<file path="src/rtl/pll_phase_ctlr_if.sv">
// Request/status bundle between a host and the PLL phase sequencer.
interface pll_phase_ctlr_if #(
  parameter int STEP_W = 8
);
  logic              req;
  logic [1:0]        req_sel;
  logic              req_dir;
  logic [STEP_W-1:0] req_steps;
  logic              busy;
  logic              ack;
  logic              err;
  logic              ready;
  logic [STEP_W-1:0] steps_done;

  modport master (
    output req, req_sel, req_dir, req_steps,
    input  busy, ack, err, ready, steps_done
  );

  modport slave (
    input  req, req_sel, req_dir, req_steps,
    output busy, ack, err, ready, steps_done
  );
endinterface

</file>
<file path="src/rtl/pll_phase_ctlr.sv">
// EHXPLLL reset/lock supervisor and dynamic phase-shift sequencer.
// Runs in the PLL reference clock domain; LOCK is asynchronous and is
// synchronised and debounced before it steers the state machine.
module pll_phase_ctlr #(
  parameter int STEP_W    = 8,
  parameter int SETUP_CYC = 2,
  parameter int PULSE_CYC = 2,
  parameter int GAP_CYC   = 4,
  parameter int LOCK_FILT = 16,
  parameter int RST_CYC   = 16,
  parameter int LOCK_TMO  = 65535
) (
  input  logic             clk,
  input  logic             rst_n,
  pll_phase_ctlr_if.slave  rq,
  input  logic             pll_lock,
  output logic             pll_rst,
  output logic [1:0]       pll_phasesel,
  output logic             pll_phasedir,
  output logic             pll_phasestep,
  output logic             pll_phaseloadreg
);

  function automatic int max2(input int a, input int b);
    return (a > b) ? a : b;
  endfunction

  // One shared phase counter covers every timed state, so size it for the longest.
  localparam int CNT_MAX = max2(max2(max2(SETUP_CYC, PULSE_CYC), max2(GAP_CYC, RST_CYC)), LOCK_TMO);
  localparam int CNT_W   = $clog2(CNT_MAX + 1);
  localparam int FLT_W   = $clog2(LOCK_FILT + 1);

  typedef enum logic [2:0] {
    S_RST, S_WLOCK, S_IDLE, S_SETUP, S_PULSE, S_GAP, S_LOAD, S_DONE
  } state_e;

  state_e            state_q, state_d;
  logic [CNT_W-1:0]  cnt_q, cnt_d;
  logic [CNT_W-1:0]  cnt_last;
  logic              at_last;
  logic [1:0]        sel_q, sel_d;
  logic              dir_q, dir_d;
  logic [STEP_W-1:0] steps_q, steps_d;
  logic [STEP_W-1:0] done_q, done_d;
  logic              err_q, err_d;
  logic [1:0]        sync_q, sync_d;
  logic [FLT_W-1:0]  flt_q, flt_d;
  logic              lock_ok;
  logic              lock_lost;

  // LOCK synchroniser and consecutive-high filter; any low sample clears it.
  always_comb begin
    sync_d = {sync_q[0], pll_lock};
    flt_d  = flt_q;
    if (!sync_q[1])
      flt_d = '0;
    else if (flt_q != FLT_W'(LOCK_FILT))
      flt_d = flt_q + FLT_W'(1);
  end

  // Gating with the current sample makes lock_ok drop on the first low sample.
  assign lock_ok   = sync_q[1] && (flt_q == FLT_W'(LOCK_FILT));
  assign lock_lost = !lock_ok && (state_q inside {S_IDLE, S_SETUP, S_PULSE, S_GAP, S_LOAD, S_DONE});

  // Terminal count for the state currently being timed.
  always_comb begin
    cnt_last = '0;
    case (state_q)
      S_RST:   cnt_last = CNT_W'(RST_CYC - 1);
      S_WLOCK: cnt_last = CNT_W'(LOCK_TMO - 1);
      S_SETUP: cnt_last = CNT_W'(SETUP_CYC - 1);
      S_PULSE: cnt_last = CNT_W'(PULSE_CYC - 1);
      S_GAP:   cnt_last = CNT_W'(GAP_CYC - 1);
      S_LOAD:  cnt_last = CNT_W'(PULSE_CYC - 1);
      default: cnt_last = '0;
    endcase
  end

  assign at_last = (cnt_q == cnt_last);

  // Next-state logic; a lock loss outside bring-up overrides whatever the state wanted.
  always_comb begin
    state_d = state_q;
    cnt_d   = cnt_q;
    sel_d   = sel_q;
    dir_d   = dir_q;
    steps_d = steps_q;
    done_d  = done_q;
    err_d   = 1'b0;

    case (state_q)
      S_RST: begin
        if (at_last) begin
          state_d = S_WLOCK;
          cnt_d   = '0;
        end else begin
          cnt_d = cnt_q + CNT_W'(1);
        end
      end
      S_WLOCK: begin
        if (lock_ok) begin
          state_d = S_IDLE;
          cnt_d   = '0;
        end else if (at_last) begin
          state_d = S_RST;
          cnt_d   = '0;
          err_d   = 1'b1;
        end else begin
          cnt_d = cnt_q + CNT_W'(1);
        end
      end
      S_IDLE: begin
        if (rq.req) begin
          sel_d   = rq.req_sel;
          dir_d   = rq.req_dir;
          steps_d = rq.req_steps;
          done_d  = '0;
          cnt_d   = '0;
          state_d = (rq.req_steps != '0) ? S_SETUP : S_DONE;
        end
      end
      S_SETUP: begin
        if (at_last) begin
          state_d = S_PULSE;
          cnt_d   = '0;
        end else begin
          cnt_d = cnt_q + CNT_W'(1);
        end
      end
      S_PULSE: begin
        if (at_last) begin
          state_d = S_GAP;
          cnt_d   = '0;
        end else begin
          cnt_d = cnt_q + CNT_W'(1);
        end
      end
      S_GAP: begin
        if (at_last) begin
          // Compare against the incremented count so the full-scale request stops
          // at 2^STEP_W-1 without wrapping.
          done_d  = done_q + STEP_W'(1);
          state_d = (done_d == steps_q) ? S_LOAD : S_SETUP;
          cnt_d   = '0;
        end else begin
          cnt_d = cnt_q + CNT_W'(1);
        end
      end
      S_LOAD: begin
        if (at_last) begin
          state_d = S_DONE;
          cnt_d   = '0;
        end else begin
          cnt_d = cnt_q + CNT_W'(1);
        end
      end
      S_DONE: begin
        state_d = S_IDLE;
      end
      default: begin
        state_d = S_RST;
        cnt_d   = '0;
      end
    endcase

    if (lock_lost) begin
      state_d = S_RST;
      cnt_d   = '0;
      err_d   = 1'b1;
      sel_d   = sel_q;
      dir_d   = dir_q;
      steps_d = steps_q;
      done_d  = done_q;
    end
  end

  // State, counters, latched request and lock filter registers.
  always_ff @(posedge clk or negedge rst_n) begin
    if (!rst_n) begin
      state_q <= S_RST;
      cnt_q   <= '0;
      sel_q   <= '0;
      dir_q   <= 1'b1;
      steps_q <= '0;
      done_q  <= '0;
      err_q   <= 1'b0;
      sync_q  <= '0;
      flt_q   <= '0;
    end else begin
      state_q <= state_d;
      cnt_q   <= cnt_d;
      sel_q   <= sel_d;
      dir_q   <= dir_d;
      steps_q <= steps_d;
      done_q  <= done_d;
      err_q   <= err_d;
      sync_q  <= sync_d;
      flt_q   <= flt_d;
    end
  end

  // Outputs decode straight from state so async reset reaches the pins immediately.
  always_comb begin
    pll_rst          = (state_q == S_RST);
    pll_phasestep    = (state_q != S_PULSE);
    pll_phaseloadreg = (state_q != S_LOAD);
    pll_phasesel     = sel_q;
    pll_phasedir     = dir_q;
    rq.busy          = (state_q != S_IDLE);
    rq.ready         = (state_q == S_IDLE);
    rq.ack           = (state_q == S_DONE) && lock_ok;
    rq.err           = err_q;
    rq.steps_done    = done_q;
  end

endmodule
</file>
<file path="src/flat_wrapper.sv">
// flat-port wrapper written by rule: the top's interface ports become plain ports
module pll_phase_ctlr_flat 
#(
  parameter int STEP_W    = 8,
  parameter int SETUP_CYC = 2,
  parameter int PULSE_CYC = 2,
  parameter int GAP_CYC   = 4,
  parameter int LOCK_FILT = 16,
  parameter int RST_CYC   = 16,
  parameter int LOCK_TMO  = 65535
)
  (clk, rst_n, pll_lock, pll_rst, pll_phasesel, pll_phasedir, pll_phasestep, pll_phaseloadreg, rq_req, rq_req_sel, rq_req_dir, rq_req_steps, rq_busy, rq_ack, rq_err, rq_ready, rq_steps_done);
  pll_phase_ctlr_if #(.STEP_W(STEP_W)) rq_i ();
  input  logic clk;
  input  logic rst_n;
  input  logic pll_lock;
  output logic pll_rst;
  output logic [1:0] pll_phasesel;
  output logic pll_phasedir;
  output logic pll_phasestep;
  output logic pll_phaseloadreg;
  input wire logic [$bits(rq_i.req)-1:0] rq_req;
  input wire logic [$bits(rq_i.req_sel)-1:0] rq_req_sel;
  input wire logic [$bits(rq_i.req_dir)-1:0] rq_req_dir;
  input wire logic [$bits(rq_i.req_steps)-1:0] rq_req_steps;
  output wire logic [$bits(rq_i.busy)-1:0] rq_busy;
  output wire logic [$bits(rq_i.ack)-1:0] rq_ack;
  output wire logic [$bits(rq_i.err)-1:0] rq_err;
  output wire logic [$bits(rq_i.ready)-1:0] rq_ready;
  output wire logic [$bits(rq_i.steps_done)-1:0] rq_steps_done;
  assign rq_i.req = rq_req;
  assign rq_i.req_sel = rq_req_sel;
  assign rq_i.req_dir = rq_req_dir;
  assign rq_i.req_steps = rq_req_steps;
  assign rq_busy = rq_i.busy;
  assign rq_ack = rq_i.ack;
  assign rq_err = rq_i.err;
  assign rq_ready = rq_i.ready;
  assign rq_steps_done = rq_i.steps_done;
  pll_phase_ctlr #(.STEP_W(STEP_W), .SETUP_CYC(SETUP_CYC), .PULSE_CYC(PULSE_CYC), .GAP_CYC(GAP_CYC), .LOCK_FILT(LOCK_FILT), .RST_CYC(RST_CYC), .LOCK_TMO(LOCK_TMO)) u_core (.clk(clk), .rst_n(rst_n), .rq(rq_i), .pll_lock(pll_lock), .pll_rst(pll_rst), .pll_phasesel(pll_phasesel), .pll_phasedir(pll_phasedir), .pll_phasestep(pll_phasestep), .pll_phaseloadreg(pll_phaseloadreg));
endmodule
</file>
<file path="config.mk">
export PLATFORM = sky130hd
export DESIGN_NAME = pll_phase_ctlr_flat
export DESIGN_NICKNAME = d
export VERILOG_FILES = /design/src/rtl/pll_phase_ctlr_if.sv /design/src/rtl/pll_phase_ctlr.sv /design/src/flat_wrapper.sv
export SDC_FILE = /design/constraint.sdc
export NUM_CORES = 1
export LEC_CHECK = 0
export BUFFER_PORTS_ARGS = -buffer_cell sky130_fd_sc_hd__buf_2
export CORE_MARGIN = 2
export CORE_UTILIZATION = 52
export DETAILED_ROUTE_END_ITERATION = 10
export PLACE_DENSITY = 0.75
export SYNTH_ARGS = -nofsm -noshare
export SYNTH_HDL_FRONTEND = slang
export SYNTH_SLANG_ARGS = --single-unit
export TNS_END_PERCENT = 50
</file>
<file path="constraint.sdc">
create_clock -name clk -period 2.3 [get_ports clk]
set_input_delay 0.46 -clock clk [delete_from_list [all_inputs] [get_ports clk]]
set_output_delay 0.46 -clock clk [all_outputs]
set_load 0.01 [all_outputs]
</file>
==> results of run 1 <==
## layout by cell type, fill, tap and decap left out, drive strengths merged, types with 3 or more instances in the layout
cell    netlist  layout
buf           7      76
mux2         11      11
o211ai        4       4
dfrtp        45      45
a22o          7       7
or3           3       3
clkbuf       12       7
nor3          6       6
o21a          4       4
nor4          5       5
xor2          4       4
a31oi        19      19
a41oi         3       3
a21oi         8       8
nor2b         3       3
nand3        16      16
nand2        28      28
nand4         6       6
nor2         19      19
a31o          5       5
or3b          3       3
and3          3       3
and2          5       5
o21ai        15      15
xnor2        10      10
ha            4       4
or4           3       3
inv          11      11
## final cells by class
class | instances | area [um^2] | area share [%]
clock buffer | 7 | 86.3 | 2.51
clock inverter | 1 | 5.00 | 0.146
inverter | 11 | 41.3 | 1.20
multi-input combinational | 220 | 1520 | 44.2
sequential | 46 | 1150 | 33.6
tap | 70 | 87.6 | 2.55
timing repair buffer | 77 | 543 | 15.8
## layer usage
metal | vias up | part of all wire [%] | track usage [%]
met2 | 114 | 50 | 41.1
li1 | 1229 | - | -
met1 | 1250 | 42 | 30.1
met4 | 0 | 3.0 | 10.7
met3 | 25 | 5.7 | 4.82
met5 | - | 0 | 0
## power groups by stage
stage | Sequential [W] | Combinational [W] | Clock, W
after CTS | 0.000852 | 0.0000972 | 0.000525
after global placement | 0.000866 | 0.0000900 | 0
after global routing | 0.000857 | 0.000111 | 0.000563
final | 0.000854 | 0.0000973 | 0.000515
after detailed placement | 0.000867 | 0.0000942 | 0
after floorplan | 0.000862 | 0.0000413 | 0
## state kept, by name (all words and copies together), names as in the netlist
register and flops:
u_core.cnt_q 16, u_core.rq.steps_done 8, u_core.steps_q 8, u_core.flt_q 5, u_core.state_q 3, u_core.pll_phasesel 2
u_core.sync_q 2, u_core.pll_phasedir 1, u_core.rq.err 1
## stage by stage
stage	worst slack, ns	hold WS, ns	setup TNS (ns)
2_1_floorplan	0.0259	0.164	0
3_3_place_gp	0.0170	0.306	0
3_5_place_dp	-0.0595	0.309	-0.186
4_1_cts	-0.00641	0.252	-0.0124
5_1_grt	-0.0802	0.252	-0.588
6_report	-0.00945	0.260	-0.0111
## cells by family after synthesis
| group | after synthesis |
|---|---|
| buffers and inverters | 30 |
| adders and majority gates | 4 |
| DFF | 46 |
| muxes | 12 |
| and+or+nand+nor | 110 |
| AOI/OAI and AO/OA | 80 |
| xor gates and xnor gates | 14 |
## how the worst min path moves through the flow
stage / endpoint / slack [ns] / cells after the start
floorplan: u_core.cnt_q[0]$_DFFE_PN0P_ / 0.16 / 0
CTS: u_core.sync_q[0]$_DFF_PN0_ / 0.25 / 1
detailed placement: u_core.flt_q[3]$_DFFE_PN0N_ / 0.31 / 1
finish: u_core.sync_q[0]$_DFF_PN0_ / 0.26 / 1
global placement: u_core.flt_q[3]$_DFFE_PN0N_ / 0.31 / 1
global route: u_core.sync_q[0]$_DFF_PN0_ / 0.25 / 1
## timing repair
item | 4_1_cts | 5_1_grt
gates resized for setup | 10 | 14
gates cloned | 0 | 0
endpoints found under the setup margin | 6 | 27
pin swaps | 1 | 10
hold buffers | 1 | 0
hold endpoints to repair | 6 | 0
buffers inserted | 4 | 6
==> results.cfg, run 1 <==
[detailed_routing]
drc = 0
vias_per_cell = 6.06
routed_wl_um = 6780
ant_nets = 0
dr.pass1.iters = 5
wire_per_inst_um = 15.7
drtIter0Drc = 210
vias = 2618

[global_route]
grt_max_degree = 22
antenna_found_initial = 0
grt_pass1_vias = 2539
grtUsageTotal_pct = 24.3
grt_overflow = 0
grt_first_pass_wirelength_um = 11700

[pwr]
p_seq_share_pct = 58.2
switching_share_pct = 23.8
ir_drop_uv = 303
clock_power_share_pct = 35.1
powerDensity_nw_per_um2 = 427
power_w = 0.00147
leakage_nw = 1.52
p_sw_w = 0.000349
p_int_w = 0.00112
power_frac_comb_pct = 6.6

[sta]
fin_crit_sh_pct = 100
min_period_ns = 2.31
finClkSkew_ns = 0.00824
tightest_slew_ns = 0.472
fmax_mhz = 433
slew_headroom_pct = 68.3
finalHoldViolations = 0
setup_slack_ns = -0.00945
setup_viol = 4
slew_viol_final = 0
rsz0062_at_grt = yes

[synth]
synth.largest_area_cell = dfrtp_1
yosysMostFrequentCell = dfrtp_1
synth_common_cells = dfrtp_1 (45), nand2_1 (28), a31oi_1 (19), nor2_1 (19), nand3_1 (16)
synth_cell_types = 55
netlist.area_leader.share_pct = 40.9
synth_edf_count = 0
yosysSeqAreaShare_pct = 41.9
synth_simple_gate_area_share_pct = 20.9
synth_mux_area_share_pct = 4.86
syn_avg_cell_area_um2 = 9.30
ys_warn_count = 0
synth_ff_type = dfrtp_1
synth_compound_area_share_pct = 20.9
synth.area.top_cells = dfrtp_1 (41%), mux2_2 (4.5%), a31oi_1 (4.3%)
synth-seq-cells = 46
synthCells = 296
synth_top_family_by_area = compound AO/OA/AOI/OAI gates
synth-xor-area-share_pct = 4.45
synth-async-reset-ratio_pct = 100
synth_area_um2 = 2750
synth-adder-area-share_pct = 1.82
syn-num-nets = 315

[layout]
insertedDiodeCount = 0
utilization_pct = 67.2
area_growth_pct = 24.7
nets = 380
layoutNonFillerInstCount = 432
drive_gt1_share_pct = 32.9
nFillCells = 414
fin_area_um2 = 3430

[worst_setup_path]
r2r_end = u_core.cnt_q[7]$_DFFE_PN0P_
cp_max_fo = 8
critPathKind = flip-flop to flip-flop
cp-start-kind = flip-flop
max_stage_delay_ns = 0.49
reg2reg_slack_ns = -0.009
crit_start = u_core.state_q[1]$_DFFE_PN0P_
crit_path_end_kind = flip-flop
cp_slowest_cell = or4_4
r2r-start = u_core.state_q[1]$_DFFE_PN0P_
worstPathRequired_ns = 2.49
crit_end = u_core.cnt_q[7]$_DFFE_PN0P_
r2r_cells = 7
critical_path_depth = 7
path_delay_family = simple AND/OR/NAND/NOR gates
cp_cell_sequence = or3b_4 -> or4_4 -> a22oi_2 -> o21ai_4 -> buf_6 -> a31o_1 -> a22o_1
critPathArrivalTime_ns = 2.50
cp_num_buf_inv = 1

[status]
status = finished with violations
violations = negative setup slack

[run]
cap_violations = 0

[place]
place_hpwl_um = 4710
port_buffers = 32
placed_area_um2 = 3170
gp_congestion = 0.909
place_inst = 413

[hold_path]
hold_path_class = primary input to flip-flop
hp-start = pll_lock

[clock_network]
cts_buffer_depth = 2
clkSinkCount = 46
clockRootBuffer = clkbuf_8
cts_buffers = 5
htreeDepth = 2
insertion_delay_ns = 0.30
tritoncts = built
clkSlewWorstSetupHoldPaths_ns = 0.08

[floorplanning]
die-area_um2 = 5890
io_pins = 33
die_w_um = 76.8
placementRows = 26
core_area_um2 = 5110
dieHeight_um = 76.8
start_util_pct = 53.9
Note: power is estimated with default switching activity, not from simulation.
==> run 2: changes to the inputs <==
clock period = 1.95 ns   (was 2.3 ns; I/O delays follow)
==> run 2 against run 1 <==
Net effect:
- the run still ends with negative setup slack left
- clock power is 9.5% higher
- hold slack worse by 0.18 ns
- sequential share of layout area is 3.6 points lower
- routed wire length is 17% higher
- clock-buffer cell count stayed put
- register-to-register slack worse by 0.37 ns
- final cell count is 7.9% higher
- combinational power is 50% higher
- critical endpoint is now u_core.rq.steps_done[4]$_DFFE_PN0P_
- highest routed layer unchanged
==> results.cfg, run 2 (synthesized netlist as in run 1, its figures left out) <==
[sta]
fmax_mhz = 428
setup_tns_ns = -9.89
slew_viol_final = 0
setup_slack_ns = -0.384
setup_viol = 40
min_period_ns = 2.33
fin_crit_sh_pct = 120
finClkSkew_ns = 0.00624
finalHoldViolations = 0
slew_headroom_pct = 60.8
tightest_slew_ns = 0.587
rsz0062_at_grt = yes

[global_route]
antenna_found_initial = 0
grt_overflow = 0
grt_max_degree = 26
grtUsageTotal_pct = 24.7
grt_first_pass_wirelength_um = 11900
grt_pass1_vias = 2621

[status]
status = finished with violations
violations = negative setup slack

[floorplanning]
die-area_um2 = 5890
die_w_um = 76.8
dieHeight_um = 76.8
core_area_um2 = 5110
placementRows = 26
io_pins = 33
start_util_pct = 53.9

[place]
port_buffers = 32
place_inst = 445
gp_congestion = 0.851
place_hpwl_um = 5060

[detailed_routing]
ant_nets = 0
vias_per_cell = 6.03
routed_wl_um = 7910
wire_per_inst_um = 17.0
drc = 0
drtIter0Drc = 235
dr.pass1.iters = 5
vias = 2809

[worst_setup_path]
r2r_end = u_core.rq.steps_done[4]$_DFFE_PN0P_
cp_cell_sequence = or3b_4 -> or4_4 -> a22oi_2 -> o21a_1 -> buf_12 -> buf_8 -> a31oi_1 -> a31oi_1
critPathArrivalTime_ns = 2.56
max_stage_delay_ns = 0.48
cp_slowest_cell = or4_4
cp-start-kind = flip-flop
critPathKind = flip-flop to flip-flop
r2r_cells = 8
cp_max_fo = 7
critPathMostFrequentCell = a31oi_1
worstPathRequired_ns = 2.17
crit_path_end_kind = flip-flop
reg2reg_slack_ns = -0.38
r2r-start = u_core.state_q[1]$_DFFE_PN0P_

[pwr]
powerDensity_nw_per_um2 = 445
ir_drop_uv = 346
leakage_nw = 1.70

[run]
cap_violations = 0

[hold_path]
hold_path_class = primary input to asynchronous set/reset pin

[clock_network]
cts_buffer_depth = 2
clockRootBuffer = clkbuf_8
insertion_delay_ns = 0.30
clkSinkCount = 46
clkSlewWorstSetupHoldPaths_ns = 0.08
ctsHoldBuffers = 0
tritoncts = built
htreeDepth = 2
cts_buffers = 5

[layout]
nFillCells = 342
area_growth_pct = 39.5
insertedDiodeCount = 0
utilization_pct = 75.2
drive_gt1_share_pct = 41.7
final_common_cell = buf_4
nets = 415
layoutNonFillerInstCount = 466
layout_common_cells = buf_4 (66), dfrtp_1 (45), buf_2 (32)
largest_register = u_core.cnt_q
largest_reg_flops = 16
-- run 2: cell types whose count changed in the layout (fill, tap and decap cells not counted), moves of 3 or more --
| cell | previous run | this run |
|---|---|---|
| buf_12 | 1 | 4 |
| o21ai_1 | 0 | 3 |
| a31oi_1 | 19 | 13 |
| a31oi_2 | 0 | 4 |
| buf_4 | 36 | 66 |
-- run 2: critical path: cells and delay by family, from the launching register on --
kind | cells | cell delay, ns
buffers and inverters | 2 | 0.25
AND/OR/NAND/NOR | 2 | 0.87
flip-flops | 1 | 0.41
AO/OA/AOI/OAI | 4 | 0.72
-- run 2: repair_timing --
| action | 4_1_cts | 5_1_grt |
|---|---|---|
| pin swaps | 4 | 17 |
| endpoints found under the setup margin | 39 | 40 |
| cloned | 0 | 1 |
| resized for setup | 16 | 30 |
| setup buffers | 6 | 7 |
-- run 2: area by class of cell --
class / instances / area (um^2) / share of cell area [%]
Inverter: 11 / 41.3 / 1.07
Tap cell: 70 / 87.6 / 2.28
Timing Repair Buffer: 111 / 848 / 22.1
Multi-Input combinational cell: 221 / 1640 / 42.6
Clock buffer: 7 / 76.3 / 1.99
Sequential cell: 46 / 1150 / 30.0
-- run 2: routing by layer --
metal  global-route usage [%]  vias to the layer above  wire (um)
met5                        0                        -          0
met4                     8.36                        0         96
met3                     4.59                        9        395
met2                     40.9                      109       4070
met1                     32.6                     1384       3340
li1                         -                     1307          -
-- run 2: worst max path at each step --
stage,to,depth (start not counted),start
5_1_grt,u_core.rq.steps_done[3]$_DFFE_PN0P_,8,u_core.state_q[2]$_DFFE_PN0P_
3_3_place_gp,u_core.rq.steps_done[5]$_DFFE_PN0P_,7,u_core.state_q[2]$_DFFE_PN0P_
6_report,u_core.rq.steps_done[4]$_DFFE_PN0P_,8,u_core.state_q[1]$_DFFE_PN0P_
3_5_place_dp,u_core.state_q[0]$_DFFE_PN0P_,7,u_core.state_q[2]$_DFFE_PN0P_
2_1_floorplan,u_core.state_q[2]$_DFFE_PN0P_,8,u_core.state_q[1]$_DFFE_PN0P_
4_1_cts,u_core.rq.steps_done[5]$_DFFE_PN0P_,7,u_core.state_q[2]$_DFFE_PN0P_
-- run 2: per-stage QoR --
stage	worst slack (ns)	hold WS [ns]	area (um^2)	total power [W]
after CTS	-0.301	0.0999	3630	0.00171
after global placement	-0.279	0.333	3440	0.00114
after global routing	-0.439	0.137	3840	0.00176
after floorplan	-0.294	0.0944	2760	0.00107
final	-0.384	0.0795	3840	0.00171
after detailed placement	-0.348	0.336	3440	0.00115
-- run 2: where the power goes --
part	total (W)	internal (W)	leakage [nW]	switching, W
registers	0.000998	0.000977	0.544	0.0000213
logic	0.000146	0.0000735	1.12	0.0000729
clock network	0.000564	0.000247	0.0383	0.000316
==> run 3: changes to the inputs <==
CORE_UTILIZATION = 30   (was 52)
PLACE_DENSITY = default   (was 0.75)
clock period = 2.75 ns   (was 1.95 ns; I/O delays follow)
==> run 3 against run 2 <==
Net effect:
- the flow now finishes without violations
- critical path depth up 1
- flip-flop and latch count unchanged
- first-iteration DRC count down 31%
- routed wire length down 18%
- critical path type is now flip-flop to output pin
- largest cell class unchanged
- highest routed layer unchanged
==> results.cfg, run 3 (synthesized netlist as in run 1, its figures left out) <==
[global_route]
grt_max_degree = 40
antenna_found_initial = 0
grtUsageTotal_pct = 13.9
grt_first_pass_wirelength_um = 11200
grt_overflow = 0
grt_pass1_vias = 2367

[place]
place_ws_ns = 0.274
place_hpwl_um = 4650
port_buffers = 32
gp_congestion = 0.844
placed_area_um2 = 3040

[clock_network]
ctsResizeCount = 0
tritoncts = built
cts_buffer_depth = 2
clockRootBuffer = clkbuf_8
clkSinkCount = 46
postCtsSetupBuffers = 0
ctsHoldBuffers = 0
clkSlewWorstSetupHoldPaths_ns = 0.08
cts_buffers = 5
insertion_delay_ns = 0.31
htreeDepth = 2

[detailed_routing]
ant_nets = 0
wire_per_inst_um = 14.8
vias = 2403
drtIter0Drc = 163
routed_wl_um = 6450
vias_per_cell = 5.50
drc = 0
dr.pass1.iters = 5

[layout]
final_common_cell = dfrtp_1
utilization_pct = 35.5
nFillCells = 908
insertedDiodeCount = 0
largest_reg_flops = 16
fin_area_um2 = 3130
nets = 347
drive_gt1_share_pct = 23.1
largest_register = u_core.cnt_q
area_growth_pct = 13.6
layout_common_cells = dfrtp_1 (45), buf_2 (32), nand2_1 (28)

[worst_setup_path]
worstPathRequired_ns = 2.20
reg2reg_slack_ns = 0.27
critPathArrivalTime_ns = 1.96
critPathKind = flip-flop to output pin
cp_max_fo = 12
crit_path_end_kind = output pin
cp-start-kind = flip-flop

[sta]
rsz0062_at_grt = no
setup_slack_ns = 0.241
setup_viol = 0
tightest_slew_ns = 0.893
setup_tns_ns = 0
slew_viol_final = 0
finalHoldViolations = 0
min_period_ns = 2.51
slew_headroom_pct = 40.5
finClkSkew_ns = 0.0104
fmax_mhz = 399
fin_crit_sh_pct = 91.2

[floorplanning]
start_util_pct = 31.3
die_w_um = 99.8
placementRows = 34
core_area_um2 = 8810
dieHeight_um = 99.8
die-area_um2 = 9960
io_pins = 33

[hold_path]
hold_path_class = primary input to flip-flop

[run]
cap_violations = 0

[pwr]
power_w = 0.00122
leakage_nw = 1.33
ir_drop_uv = 153
powerDensity_nw_per_um2 = 389

[status]
status = finished, final reports clean
[run 3: layer usage]
| metal | wire length, um | up-vias | track usage (%) |
|---|---|---|---|
| li1 | - | 1166 | - |
| met1 | 2990 | 1175 | 18.9 |
| met2 | 3120 | 51 | 22.2 |
| met3 | 225 | 11 | 2.30 |
| met4 | 117 | 0 | 5.80 |
| met5 | 0 | - | 0 |
[run 3: worst max-delay path, cell delays in order (launching register included)]
cell	delay, ns
dfrtp_1	0.42
inv_1	0.07
ha_1	0.13
nor4bb_1	0.21
buf_4	0.20
and2_1	0.14
buf_4	0.19
nand2_1	0.07
nor2_1	0.09
buf_2	0.14
[run 3: path summary, 6_finish.rpt]
kind,start,endpoint,depth (start not counted)
max reg2reg,u_core.state_q[1]$_DFFE_PN0P_,u_core.cnt_q[7]$_DFFE_PN0P_,7
min,pll_lock,u_core.sync_q[0]$_DFF_PN0_,1
max,u_core.flt_q[0]$_DFFE_PN0N_,rq_ack,9
max in group asynchronous,rst_n,u_core.steps_q[3]$_DFFE_PN0P_,2
min in group asynchronous,rst_n,u_core.pll_phasesel[1]$_DFFE_PN0P_,1
min reg2reg,u_core.sync_q[0]$_DFF_PN0_,u_core.sync_q[1]$_DFF_PN0_,0
[run 3: where the power goes]
part / internal, W / switching (W)
logic: 0.0000272 / 0.0000313
clock network: 0.000203 / 0.000235
registers: 0.000693 / 0.0000279
total: 0.000923 / 0.000294
[run 3: area by class of cell]
cell class | count | area, um^2 | share of cell area [%]
timing repair buffer | 44 | 250 | 8.00
clock inverter | 1 | 5.00 | 0.160
inverter | 11 | 41.3 | 1.32
tap | 108 | 135 | 4.32
sequential | 46 | 1150 | 36.8
multi-input combinational | 220 | 1460 | 46.6
clock buffer | 7 | 86.3 | 2.76
[run 3: stage by stage]
stage	hold WS [ns]	instances
CTS	0.344	437
floorplan	0.254	296
global placement	0.334	429
global route	0.342	437
detailed placement	0.347	429
finish	0.345	437
